`config.mk`:
```
export PLATFORM = sky130hd
export DESIGN_NAME = if_prefetch_queue
export DESIGN_NICKNAME = d
export VERILOG_FILES = /design/src/rtl/if_prefetch_queue.sv
export SDC_FILE = /design/constraint.sdc
export NUM_CORES = 1
export LEC_CHECK = 0
export ABC_AREA = 1
export ABC_CLOCK_PERIOD_IN_PS = 3300
export CAP_MARGIN = 25
export CELL_PAD_IN_SITES_DETAIL_PLACEMENT = 0
export CELL_PAD_IN_SITES_GLOBAL_PLACEMENT = 1
export CORE_ASPECT_RATIO = 1.4
export CORE_UTILIZATION = 48
export DETAILED_ROUTE_END_ITERATION = 10
export PLACE_DENSITY_LB_ADDON = 0.25
export SLEW_MARGIN = 0
export SYNTH_ARGS = -nofsm -noshare
export SYNTH_HDL_FRONTEND = slang
export SYNTH_SLANG_ARGS = --single-unit
```
`constraint.sdc`:
```
create_clock -name clk -period 3.3 [get_ports clk]
set_input_delay 0.33 -clock clk [delete_from_list [all_inputs] [get_ports clk]]
set_output_delay 0.33 -clock clk [all_outputs]
set_load 0.02 [all_outputs]
```
`src/rtl/if_prefetch_queue.sv`:
```
// if_prefetch_queue
//   Instruction prefetch stage between instruction memory and the ID stage.
//   It fetches sequential PCs ahead of decode and buffers up to DEPTH
//   instructions. One instruction per cycle is presented to ID. A taken
//   branch flushes the queue and redirects fetch.
//
// Ports
//   clk                pipeline clock
//   rst                asynchronous reset, active-low
//   imem_req/addr      fetch request and address (address = fetch_pc)
//   imem_data/valid    memory response, valid one cycle after imem_req
//   pipeline_stall_n   0 = ID stalled; the instruction outputs hold
//   branch_taken       ID resolved a taken branch this cycle
//   branch_offset_imm  signed 6-bit branch offset, relative to instr_pc + 1
//   instruction/instr_pc/instr_valid  registered outputs to ID
//   queue_count        number of occupied queue entries
//
// Build option
//   IFQ_BYPASS_EN  When this macro is defined, a response that arrives while
//                  the queue is empty goes straight to the outputs. This
//                  cuts one cycle from the fetch-to-ID latency.
module if_prefetch_queue #(
  parameter int PC_WIDTH    = 8,
  parameter int INSTR_WIDTH = 16,
  parameter int DEPTH       = 4
) (
  input  logic                   clk,
  input  logic                   rst,
  output logic                   imem_req,
  output logic [PC_WIDTH-1:0]    imem_addr,
  input  logic [INSTR_WIDTH-1:0] imem_data,
  input  logic                   imem_valid,
  input  logic                   pipeline_stall_n,
  input  logic                   branch_taken,
  input  logic [5:0]             branch_offset_imm,
  output logic [INSTR_WIDTH-1:0] instruction,
  output logic [PC_WIDTH-1:0]    instr_pc,
  output logic                   instr_valid,
  output logic [$clog2(DEPTH):0] queue_count
);
  localparam int AW = $clog2(DEPTH);
  localparam int CW = AW + 1;

  logic [PC_WIDTH-1:0]    fetch_pc_q, fetch_pc_d;
  logic                   inflight_q, inflight_d;
  logic [PC_WIDTH-1:0]    tag_q, tag_d;
  logic                   stale_ok_q, stale_ok_d;
  logic [AW-1:0]          head_q, head_d, tail_q, tail_d;
  logic [CW-1:0]          count_q, count_d;
  logic [INSTR_WIDTH-1:0] instruction_q, instruction_d;
  logic [PC_WIDTH-1:0]    instr_pc_q, instr_pc_d;
  logic                   instr_valid_q, instr_valid_d;

  logic [INSTR_WIDTH-1:0] mem_data_q [DEPTH];
  logic [PC_WIDTH-1:0]    mem_pc_q   [DEPTH];

  logic                   rsp_ok, push, pop, bypass;
  logic [PC_WIDTH-1:0]    offset_sext;

  // Outstanding requests are counted against capacity. Because of this,
  // a response always has a free slot.
  assign imem_req  = rst && !branch_taken &&
                     ((count_q + CW'(inflight_q)) < CW'(DEPTH));
  assign imem_addr = fetch_pc_q;

  // A response that arrives during the branch cycle belongs to the old path.
  assign rsp_ok = imem_valid && inflight_q && !branch_taken;

`ifdef IFQ_BYPASS_EN
  assign bypass = rsp_ok && pipeline_stall_n && (count_q == '0);
`else
  assign bypass = 1'b0;
`endif

  assign push        = rsp_ok && !bypass;
  assign pop         = pipeline_stall_n && !branch_taken && (count_q != '0);
  assign offset_sext = {{(PC_WIDTH-6){branch_offset_imm[5]}}, branch_offset_imm};

  always_comb begin
    fetch_pc_d    = fetch_pc_q;
    inflight_d    = imem_req;
    tag_d         = imem_req ? fetch_pc_q : tag_q;
    stale_ok_d    = branch_taken;
    head_d        = head_q;
    tail_d        = tail_q;
    count_d       = count_q;
    instruction_d = instruction_q;
    instr_pc_d    = instr_pc_q;
    instr_valid_d = instr_valid_q;

    if (branch_taken) begin
      fetch_pc_d = instr_pc_q + PC_WIDTH'(1) + offset_sext;
    end else if (imem_req) begin
      fetch_pc_d = fetch_pc_q + PC_WIDTH'(1);
    end

    if (branch_taken) begin
      head_d  = '0;
      tail_d  = '0;
      count_d = '0;
    end else begin
      if (push) tail_d = tail_q + AW'(1);
      if (pop)  head_d = head_q + AW'(1);
      count_d = count_q + CW'(push) - CW'(pop);
    end

    if (branch_taken) begin
      instruction_d = '0;
      instr_valid_d = 1'b0;
    end else if (pipeline_stall_n) begin
      if (pop) begin
        instruction_d = mem_data_q[head_q];
        instr_pc_d    = mem_pc_q[head_q];
        instr_valid_d = 1'b1;
      end else if (bypass) begin
        instruction_d = imem_data;
        instr_pc_d    = tag_q;
        instr_valid_d = 1'b1;
      end else begin
        // Bubble: instr_pc keeps the last real PC so that a branch stays relative to it.
        instruction_d = '0;
        instr_valid_d = 1'b0;
      end
    end
  end

  always_ff @(posedge clk or negedge rst) begin
    if (!rst) begin
      fetch_pc_q    <= '0;
      inflight_q    <= 1'b0;
      tag_q         <= '0;
      stale_ok_q    <= 1'b1;
      head_q        <= '0;
      tail_q        <= '0;
      count_q       <= '0;
      instruction_q <= '0;
      instr_pc_q    <= '0;
      instr_valid_q <= 1'b0;
    end else begin
      fetch_pc_q    <= fetch_pc_d;
      inflight_q    <= inflight_d;
      tag_q         <= tag_d;
      stale_ok_q    <= stale_ok_d;
      head_q        <= head_d;
      tail_q        <= tail_d;
      count_q       <= count_d;
      instruction_q <= instruction_d;
      instr_pc_q    <= instr_pc_d;
      instr_valid_q <= instr_valid_d;
    end
  end

  // Queue storage. The storage is not reset; it is only read below count_q.
  always_ff @(posedge clk) begin
    if (push) begin
      mem_data_q[tail_q] <= imem_data;
      mem_pc_q[tail_q]   <= tag_q;
    end
  end

  assign instruction = instruction_q;
  assign instr_pc    = instr_pc_q;
  assign instr_valid = instr_valid_q;
  assign queue_count = count_q;

  // A response with nothing outstanding is tolerated only in the cycle
  // after reset or after a branch (a stale or cancelled return).
  assert property (@(posedge clk) disable iff (!rst)
                   imem_valid |-> (inflight_q || stale_ok_q));

endmodule

```
* Word level (Yosys, flattened, before mapping)
Memory sizes are Yosys's and may differ from the RTL's. A register that Yosys moved wholly into a read port is not among the register bits.
Cells that the tools add are included.
** Storage, ports and cells
- Memories kept :: 2
- Bits of input ports :: 27
- Output and inout bits :: 37
- Memory bits (writable) :: 96
- Flip-flop bits (word level) :: 41
** Cells by class
- Multiplexer cells :: 15
- $add $sub $neg :: 8
- Reduce and logical (&&, ||, !) cells :: 14
- Magnitude comparators :: 1
- Bitwise logic cells :: 1
** Memory list
- mem_data_q :: depth 4, bits a word 16, read ports 1, clocked after Yosys merged registers in 0, write ports 1, line 54 : logic [INSTR_WIDTH-1:0] mem_data_q [DEPTH];
- mem_pc_q :: depth 4, bits a word 8, read ports 1, clocked after Yosys merged registers in 1, write ports 1, line 55 : logic [PC_WIDTH-1:0] mem_pc_q [DEPTH];
** Operators with widths (count)
- $mux W16 :: 3
- $add A8 B1 Y8 const B :: 2
- $mux W8 :: 2
- $add A8 B8 Y8 :: 1
- $mux W2 :: 4
- $reduce_bool A2 Y1 :: 4
- $add A3 B1 Y3 :: 2
- $logic_and A1 B1 Y1 :: 6
- $mux W1 :: 5
- $add A2 B1 Y2 const B :: 2
- $lt A3 B3 Y1 const B :: 1
- $mux W3 :: 1
- $reduce_and A3 Y1 :: 1
- $reduce_bool A3 Y1 :: 1
- $sub A3 B1 Y3 :: 1
- $logic_not A1 Y1 :: 2
- $not A1 Y1 :: 1

* Depth between registers and ports, before layout
Gate-level depths: netlist of the first run.
- Word-level depth :: 6
- Mapped depth :: 11
- Mapped depth without buffers :: 11

* Worst setup path before layout of the first run
No wires, ideal clock.
- Kind :: register to register
- From :: register count_q[1], in the netlist queue_count[1]
- To :: register count_q[2], in the netlist queue_count[2]
- Clock period less this slack :: 2.205 ns
- Cell stages (with the launch flop) :: 11
- Path buffers :: 1
- Arrival time :: 2.081 ns
- Path slack :: 1.095 ns
- Path through :: dfrtp_1 > nor2_1 > a21oi_4 > buf_4 > ha_1 > inv_1 > ha_1 > inv_1 > fa_1 > o21ai_0 > a21oi_1
** Between the ends
- Word-level cells in the longest chain between the ends :: 4
- Elaborated cells between the ends (all ways) :: 5
- Those cells by class :: add/sub (2); mux (1); reduce/logical (2)
** Ends and longest elaborated chain
- start, declared :: line 49 : logic [CW-1:0] count_q, count_d;
- start signal, assigned :: line 146 : count_q <= count_d;
- branches (longest 2 deep; another with $add A3 B1 Y3)
- $sub A3 B1 Y3 (*) :: line 104 : count_d = count_q + CW'(push) - CW'(pop);
- $mux W3 (*) :: line 97 : if (branch_taken) begin
- named net count_d[2] :: line 49
Mark *: on every way through the listed nets, which the timed path passes.
A chain may end at the register's enable or synchronous reset.

* Worst setup path after layout of the first run
- From :: register count_q[1], in the netlist queue_count[1]
- To :: output port imem_req
** Between the ends
- Word-level cells in the longest chain between the ends :: 3
** Ends and longest elaborated chain
- $add A3 B1 Y3 :: line 63 : ((count_q + CW'(inflight_q)) < CW'(DEPTH));
- $lt A3 B3 Y1 :: line 63
- $logic_and A1 B1 Y1 :: line 62 : assign imem_req = rst && !branch_taken &&
- end, declared :: line 29 : output logic imem_req,
Every way passes these cells.

==> results of run 1 <==
metal layers:
| metal | GRT usage (%) | part of all wire, % |
|---|---|---|
| met2 | 37.2 | 52 |
| met1 | 25.6 | 42 |
| met3 | 4.80 | 4.1 |
| met5 | 0 | 0 |
| met4 | 7.55 | 1.8 |
state kept, by name, indices dropped and copies added (netlist names):
register and cells:
tag_q 8, instr_valid 1, mem_pc_q 32, head_q 2, instr_pc 8, tail_q 2
imem_addr 8, inflight_q 1, mem_data_q 64, instruction 16, queue_count 3
where the power goes:
part,internal [mW],leakage [nW],switching [mW]
Sequential,2.22,1.49,0.239
Clock,1.14,0.280,0.760
Combinational,0.670,1.38,1.04
Total,4.03,3.15,2.03
cells in the final DEF (no fill, tap or decap), types with 3 or more instances in the layout:
| cell type | Yosys | routed |
|---|---|---|
| nand2_1 | 103 | 103 |
| edfxtp_1 | 96 | 96 |
| nand3_1 | 66 | 66 |
| clkdlybuf4s50_1 | 0 | 62 |
| inv_1 | 55 | 55 |
| dfrtp_1 | 49 | 48 |
| nor2_1 | 51 | 47 |
| o21ai_0 | 45 | 45 |
| a21oi_1 | 23 | 23 |
| clkbuf_16 | 0 | 17 |
| ha_1 | 14 | 14 |
| a31oi_1 | 9 | 9 |
| buf_4 | 3 | 8 |
| o21ai_2 | 6 | 6 |
| nor2_2 | 1 | 5 |
| nand4_1 | 5 | 5 |
| inv_6 | 0 | 5 |
| inv_2 | 4 | 4 |
| clkinvlp_4 | 0 | 4 |
| xor2_1 | 3 | 3 |
| o22ai_1 | 3 | 3 |
how the worst min path moves through the flow:
stage	end	slack, ns	depth (start not counted)
6_report	instruction[1]$_DFFE_PN0P_	0.06	2
5_1_grt	instruction[1]$_DFFE_PN0P_	0.13	2
4_1_cts	queue_count[2]$_DFF_PN0_	0.10	2
3_5_place_dp	instruction[4]$_DFFE_PN0P_	0.49	2
3_3_place_gp	instruction[4]$_DFFE_PN0P_	0.49	2
2_1_floorplan	head_q[0]$_DFFE_PN0P_	0.03	0
kinds of logic (layout without fill, tap and decap cells):
family	Yosys count	after routing	share of synthesized area (%)
DFF	145	145	66.0
adders and majority gates	16	16	3.46
AOI/OAI and AO/OA	89	89	8.00
and+or+nand+nor	232	232	15.9
xor gates and xnor gates	4	4	0.563
buffers and inverters	85	165	6.07
stage by stage:
step                util [%]  hold WS (ns)
finish                  60.7        0.0593
detailed placement      56.0         0.495
CTS                     60.7         0.102
floorplan                  -        0.0344
global placement        56.0         0.494
global route            60.7         0.130
cell type report:
cell class / instances / area share (%)
Clock inverter: 14 / 2.01
Clock buffer: 18 / 5.79
Multi-Input combinational cell: 341 / 23.0
Timing Repair Buffer: 73 / 9.56
Tap cell: 150 / 2.47
Sequential cell: 145 / 54.2
Inverter: 60 / 2.97
==> metrics.md, run 1 <==
| Metric | Value |
|---|---|
| Core Box Area | `12500 um2` |
| Leak pwr | `approximately 3.2 nW` |
| Post_cts resized | `0` |
| Kind of start point of the critical path | `flop` |
| GP Congestion | `0.810` |
| Yosys top cell by area | `edfxtp_1` |
| Fillcell total | `1035` |
| # port buffers | `63` |
| Tot GR Track Use | `21.1%` |
| Initial antenna violation count | `0` |
| Synthesized area | `6220 um2` |
| EDFF count, synth | `96` |
| Routed wire length | `13200 um` |
| Top Ports | `64` |
| Design Area, Final | `7590 um2` |
| R2R setup slack | `1.28 ns` |
| Cell Count Post-Placement | `slightly below 800` |
| Clock latency on the worst-skew pair | `~0.42 ns` |
| Reg area | `4110 um2` |
| Final Hold Viols | `0` |
| Max-slew headroom | `approximately 48%` |
| Number of CTS-inserted buffers | `17` |
| R2R depth | `8` |
| Net count after synthesis | `614` |
| Setup bufs post-CTS | `0` |
| Max stage delay cell, worst path | `clkdlybuf4s50_1` |
| R2r startpoint | `inflight_q$_DFF_PN0_` |
| Worst Skew | `around 0.014 ns` |
| Fin crit share | `69.7%` |
| Worst setup path startpoint | `queue_count[1]$_DFF_PN0_` |
| Hold Buf Count CTS | `0` |
| CTS tree | `done` |
| Avg Synthesized Cell Area | `between 10 and 15 um2` |
| Gr ovfl total | `0` |
| Delay-heaviest family, CP | `buffers and inverters` |
| Area of the multi-input gates | `between 1500 and 2000 um2` |
| First-pass GRT wire length | `between 20000 and 25000 um` |
| Syn. warnings | `0` |
| Sink Count | `145` |
| Count leader, synth | `nand2_1` |
| Worst EP arrival | `1.97 ns` |
| Largest net degree at the start of global routing | `65` |
| Place WS | `~0.72 ns` |
| Final ANT Viol Nets | `0` |
| Hold Crit Class | `in -> async` |
| Register area share after synthesis | `66.0%` |
| Starting density of the core | `49.8%` |
| PD cells | `800 nW/um2` |
| Slew Limit Fails | `0` |
| Crit path capture | `imem_req` |
| Initial drt markers | `between 200 and 300` |
| Final setup fails | `0` |
| Post-DP Area | `7000 um2` |
| Remaining DRCs | `4` |
| Vias in the first global route | `around 4200` |
| Dpl hpwl | `8230 um` |
| Nets | `681` |
| Fmax achieved | `435 MHz` |
| Register bit count reported by yosys | `145` |
| Maxcap violations | `0` |
| Antenna Cells | `0` |
| Worst path required time | `2.97 ns` |
| Share of layout cells above drive strength 1 | `9.68%` |
| H-tree depth | `4` |
| Post-synth ARST share | `33.8%` |
| Max stage delay on crit path | `0.64 ns` |
| R2R Path End | `queue_count[2]$_DFF_PN0_` |
| Die Wd | `98.2 um` |
| P&R area growth vs syn | `21.9%` |
| Critical path class | `reg -> out` |
| Distinct cell type count after synthesis | `30` |
| DRT Pass-1 Iters | `10` |
| Crit Path Max Fanout | `6` |
| Vias post-DR | `around 4300` |
| Area share of the largest cell type after synthesis | `a little under half` |
| Setup TNS | `0 ns` |
| Worst path depth | `5` |
| Failing checks | `design-rule violations` |
| Setup ws final | `between 1 and 1.5 ns` |
| Final cell count without fillers | `801` |
| Die area | `13400 um2` |
| Die Span Y | `137 um` |
| Slew @ Worst Pin | `0.778 ns` |
| WL per Instance | `16.5 um` |
| Rows | `48` |
| Crit. End Element | `primary output` |
| RSZ-0062 raised after global routing | `no` |
| Synth top cells by count | `103 x nand2_1, 96 x edfxtp_1, 66 x nand3_1` |
| Worst vdd ir | `0.000447 V` |
| Status | `complete, but fails checks` |
| Synthesized instance count | `571` |
| CP bufs+invs | `2` |
| DR vias/cell | `5.35` |
| Ys flop type | `edfxtp_1` |
| Synth top area cells | `edfxtp_1 46%, dfrtp_1 20%, nand2_1 6.2%` |
| Clock Path Buffers | `2` |
| Cells along the critical path | `nand3_1 -> nand2_1 -> nand3_2 -> inv_1 -> clkdlybuf4s50_1` |
| Overall power consumption | `6.07 mW` |
| Final Critical Period | `2.30 ns` |
| Clk slew on worst S/H paths | `0.06 ns` |
| Root buffer cell | `clkbuf_16` |
Power figures use the tool's default switching activity.
==> run 2, diff against run 1 <==
Settings changed: ABC_CLOCK_PERIOD_IN_PS 3300 to 2000, CORE_UTILIZATION 48 to 41.
Clock period 3.3 ns to 2 ns, I/O delays scaled along.
==> metrics.md, run 2 (synthesis gave the netlist of run 1 again) <==
| Metric | Value |
|---|---|
| Top Ports | `64 (unchanged)` |
| Max FFs per register | `64 (unchanged)` |
| # port buffers | `63 (unchanged)` |
| Largest Register | `mem_data_q (unchanged)` |
| P&R area growth vs syn | `24.1% (was 21.9%)` |
| R2R depth | `9 (was 8)` |
| Clock latency on the worst-skew pair | `0.41 ns (was 0.42 ns)` |
| Gr ovfl total | `0 (unchanged)` |
| Worst path required time | `2.30 ns (was 2.97 ns)` |
| DRT Pass-1 Iters | `4 (was 10)` |
| Max-slew headroom | `53.8% (was 48.0%)` |
| Hold slack | `0.425 ns (was 0.0593 ns)` |
| Most frequent cells in the layout | `103 x nand2_1, 96 x edfxtp_1, 66 x nand3_1 (unchanged)` |
| Final Critical Period | `1.88 ns` |
| Worst vdd ir | `0.000602 V (was 0.000447 V)` |
| Maxcap violations | `0 (unchanged)` |
| Dpl hpwl | `8390 um (was 8230 um)` |
| H-tree depth | `4 (unchanged)` |
| Share of layout cells above drive strength 1 | `11.6% (was 9.68%)` |
| GP Congestion | `0.802 (was 0.810)` |
| Critical path class | `reg -> reg (was reg -> out)` |
| R2R setup slack | `0.12 ns (was 1.28 ns)` |
| Design Area, Final | `7720 um2 (was 7590 um2)` |
| Commonest non-fill, non-tap cell in the layout | `nand2_1 (unchanged)` |
| Die Span Y | `148 um (was 137 um)` |
| Routed wire length | `13400 um (was 13200 um)` |
| Setup bufs post-CTS | `0 (unchanged)` |
| Worst EP arrival | `2.17 ns (was 1.97 ns)` |
| Final Hold Viols | `0 (unchanged)` |
| Die area | `15700 um2 (was 13400 um2)` |
| DR vias/cell | `5.03 (was 5.35)` |
| Overall power consumption | `9.95 mW (was 6.07 mW)` |
| Crit Path Max Fanout | `5 (was 6)` |
| WL per Instance | `15.7 um (was 16.5 um)` |
| PD cells | `1290 nW/um2 (was 800 nW/um2)` |
| Starting density of the core | `42.5% (was 49.8%)` |
| Slew Limit Fails | `0 (unchanged)` |
| Rows | `52 (was 48)` |
| Fmax achieved | `roughly 530 MHz` |
| Crit. End Element | `flop (was primary output)` |
| Final ANT Viol Nets | `0 (unchanged)` |
| Nets | `692 (was 681)` |
| Core Box Area | `14600 um2 (was 12500 um2)` |
| Hold Path Cell Cnt | `1` |
| Fillcell total | `1308 (was 1035)` |
| Largest net degree at the start of global routing | `65 (unchanged)` |
| Kind of start point of the critical path | `flop (unchanged)` |
| Hold Crit Class | `in -> reg (was in -> async)` |
| RSZ-0062 raised after global routing | `no (unchanged)` |
| Sink Count | `145 (unchanged)` |
| Reg area | `4110 um2 (about the same)` |
| Worst Skew | `0.0102 ns (was 0.0136 ns)` |
| Antenna Cells | `0 (unchanged)` |
| Root buffer cell | `clkbuf_16 (unchanged)` |
| Vias in the first global route | `4444 (was 4223)` |
| Clk slew on worst S/H paths | `0.07 ns (was 0.06 ns)` |
| Final setup fails | `0 (unchanged)` |
| Slew @ Worst Pin | `0.692 ns (was 0.778 ns)` |
| Final core utilization | `52.8% (was 60.7%)` |
| Fin crit share | `around 94%` |
| Number of CTS-inserted buffers | `17 (unchanged)` |
| Remaining DRCs | `0 (was 4)` |
| Clock Path Buffers | `2 (unchanged)` |
| First-pass GRT wire length | `22100 um (was 21300 um)` |
| Setup TNS | `0 ns (unchanged)` |
| Post-DP Area | `7140 um2 (was 7000 um2)` |
| Initial drt markers | `209 (was 282)` |
| Initial antenna violation count | `0 (unchanged)` |
| Vias post-DR | `4277 (was 4283)` |
| Die Wd | `106 um (was 98.2 um)` |
| Status | `finished clean (was complete, but fails checks)` |
| Leak pwr | `3.21 nW (was 3.15 nW)` |
| CTS tree | `done (unchanged)` |
| Area of the multi-input gates | `1750 um2 (about the same)` |
| Tot GR Track Use | `18.7% (was 21.1%)` |
## run 2: repair_timing
item                                   4_1_cts  5_1_grt
gates resized for setup                      1        0
endpoints found under the hold margin       49        0
hold buffers                                 1        0
setup endpoints to repair                    1        0
## run 2: power by group
part	leakage, nW	switching, mW	internal (mW)	total (mW)
logic	1.45	1.69	1.15	2.84
registers	1.49	0.399	3.67	4.07
clock network	0.274	1.29	1.75	3.04
## run 2: metrics by stage
| step | setup slack, ns | cells |
|---|---|---|
| after global placement | -0.115 | 818 |
| final | 0.124 | 851 |
| after floorplan | -0.0808 | 571 |
| after global routing | 0.0214 | 851 |
| after CTS | 0.120 | 851 |
| after detailed placement | -0.131 | 818 |
## run 2: worst paths after layout
kind / to / startpoint
min in group asynchronous: queue_count[2]$_DFF_PN0_ / rst
worst max-delay path: queue_count[2]$_DFF_PN0_ / queue_count[2]$_DFF_PN0_
worst min register to register: instruction[13]$_DFFE_PN0P_ / instruction[13]$_DFFE_PN0P_
max in group asynchronous: head_q[0]$_DFFE_PN0P_ / rst
worst max register to register: queue_count[2]$_DFF_PN0_ / queue_count[2]$_DFF_PN0_
worst min-delay path: mem_data_q[0][9]$_DFFE_PP_ / imem_data[9]
## run 2: final cells by class
cell class	count	area share (%)
clock buffers	17	5.51
repair buffers	84	10.6
flip-flops and latches	145	53.3
clock inverters	15	1.91
well taps	189	3.06
multi-input cells	341	22.7
inverters	60	2.92
## run 2: layer usage
metal,GRT usage (%),wire [um]
met4,8.13,243
met3,3.70,684
met1,22.0,5470
met2,33.0,6980
met5,0,0
## run 2: critical path, cell delays in order (launching register included)
cell,delay (ns)
dfrtp_2,0.45
nor2_4,0.11
a21oi_4,0.06
ha_1,0.28
inv_1,0.06
ha_1,0.14
inv_1,0.05
fa_1,0.37
o21ai_0,0.18
a21oi_1,0.05
==> run 3, diff against run 2 <==
Settings changed: CAP_MARGIN 25 to 20.
==> results of run 3 <==
No change in the layout: final DEF, timing and power equal those of run 2.
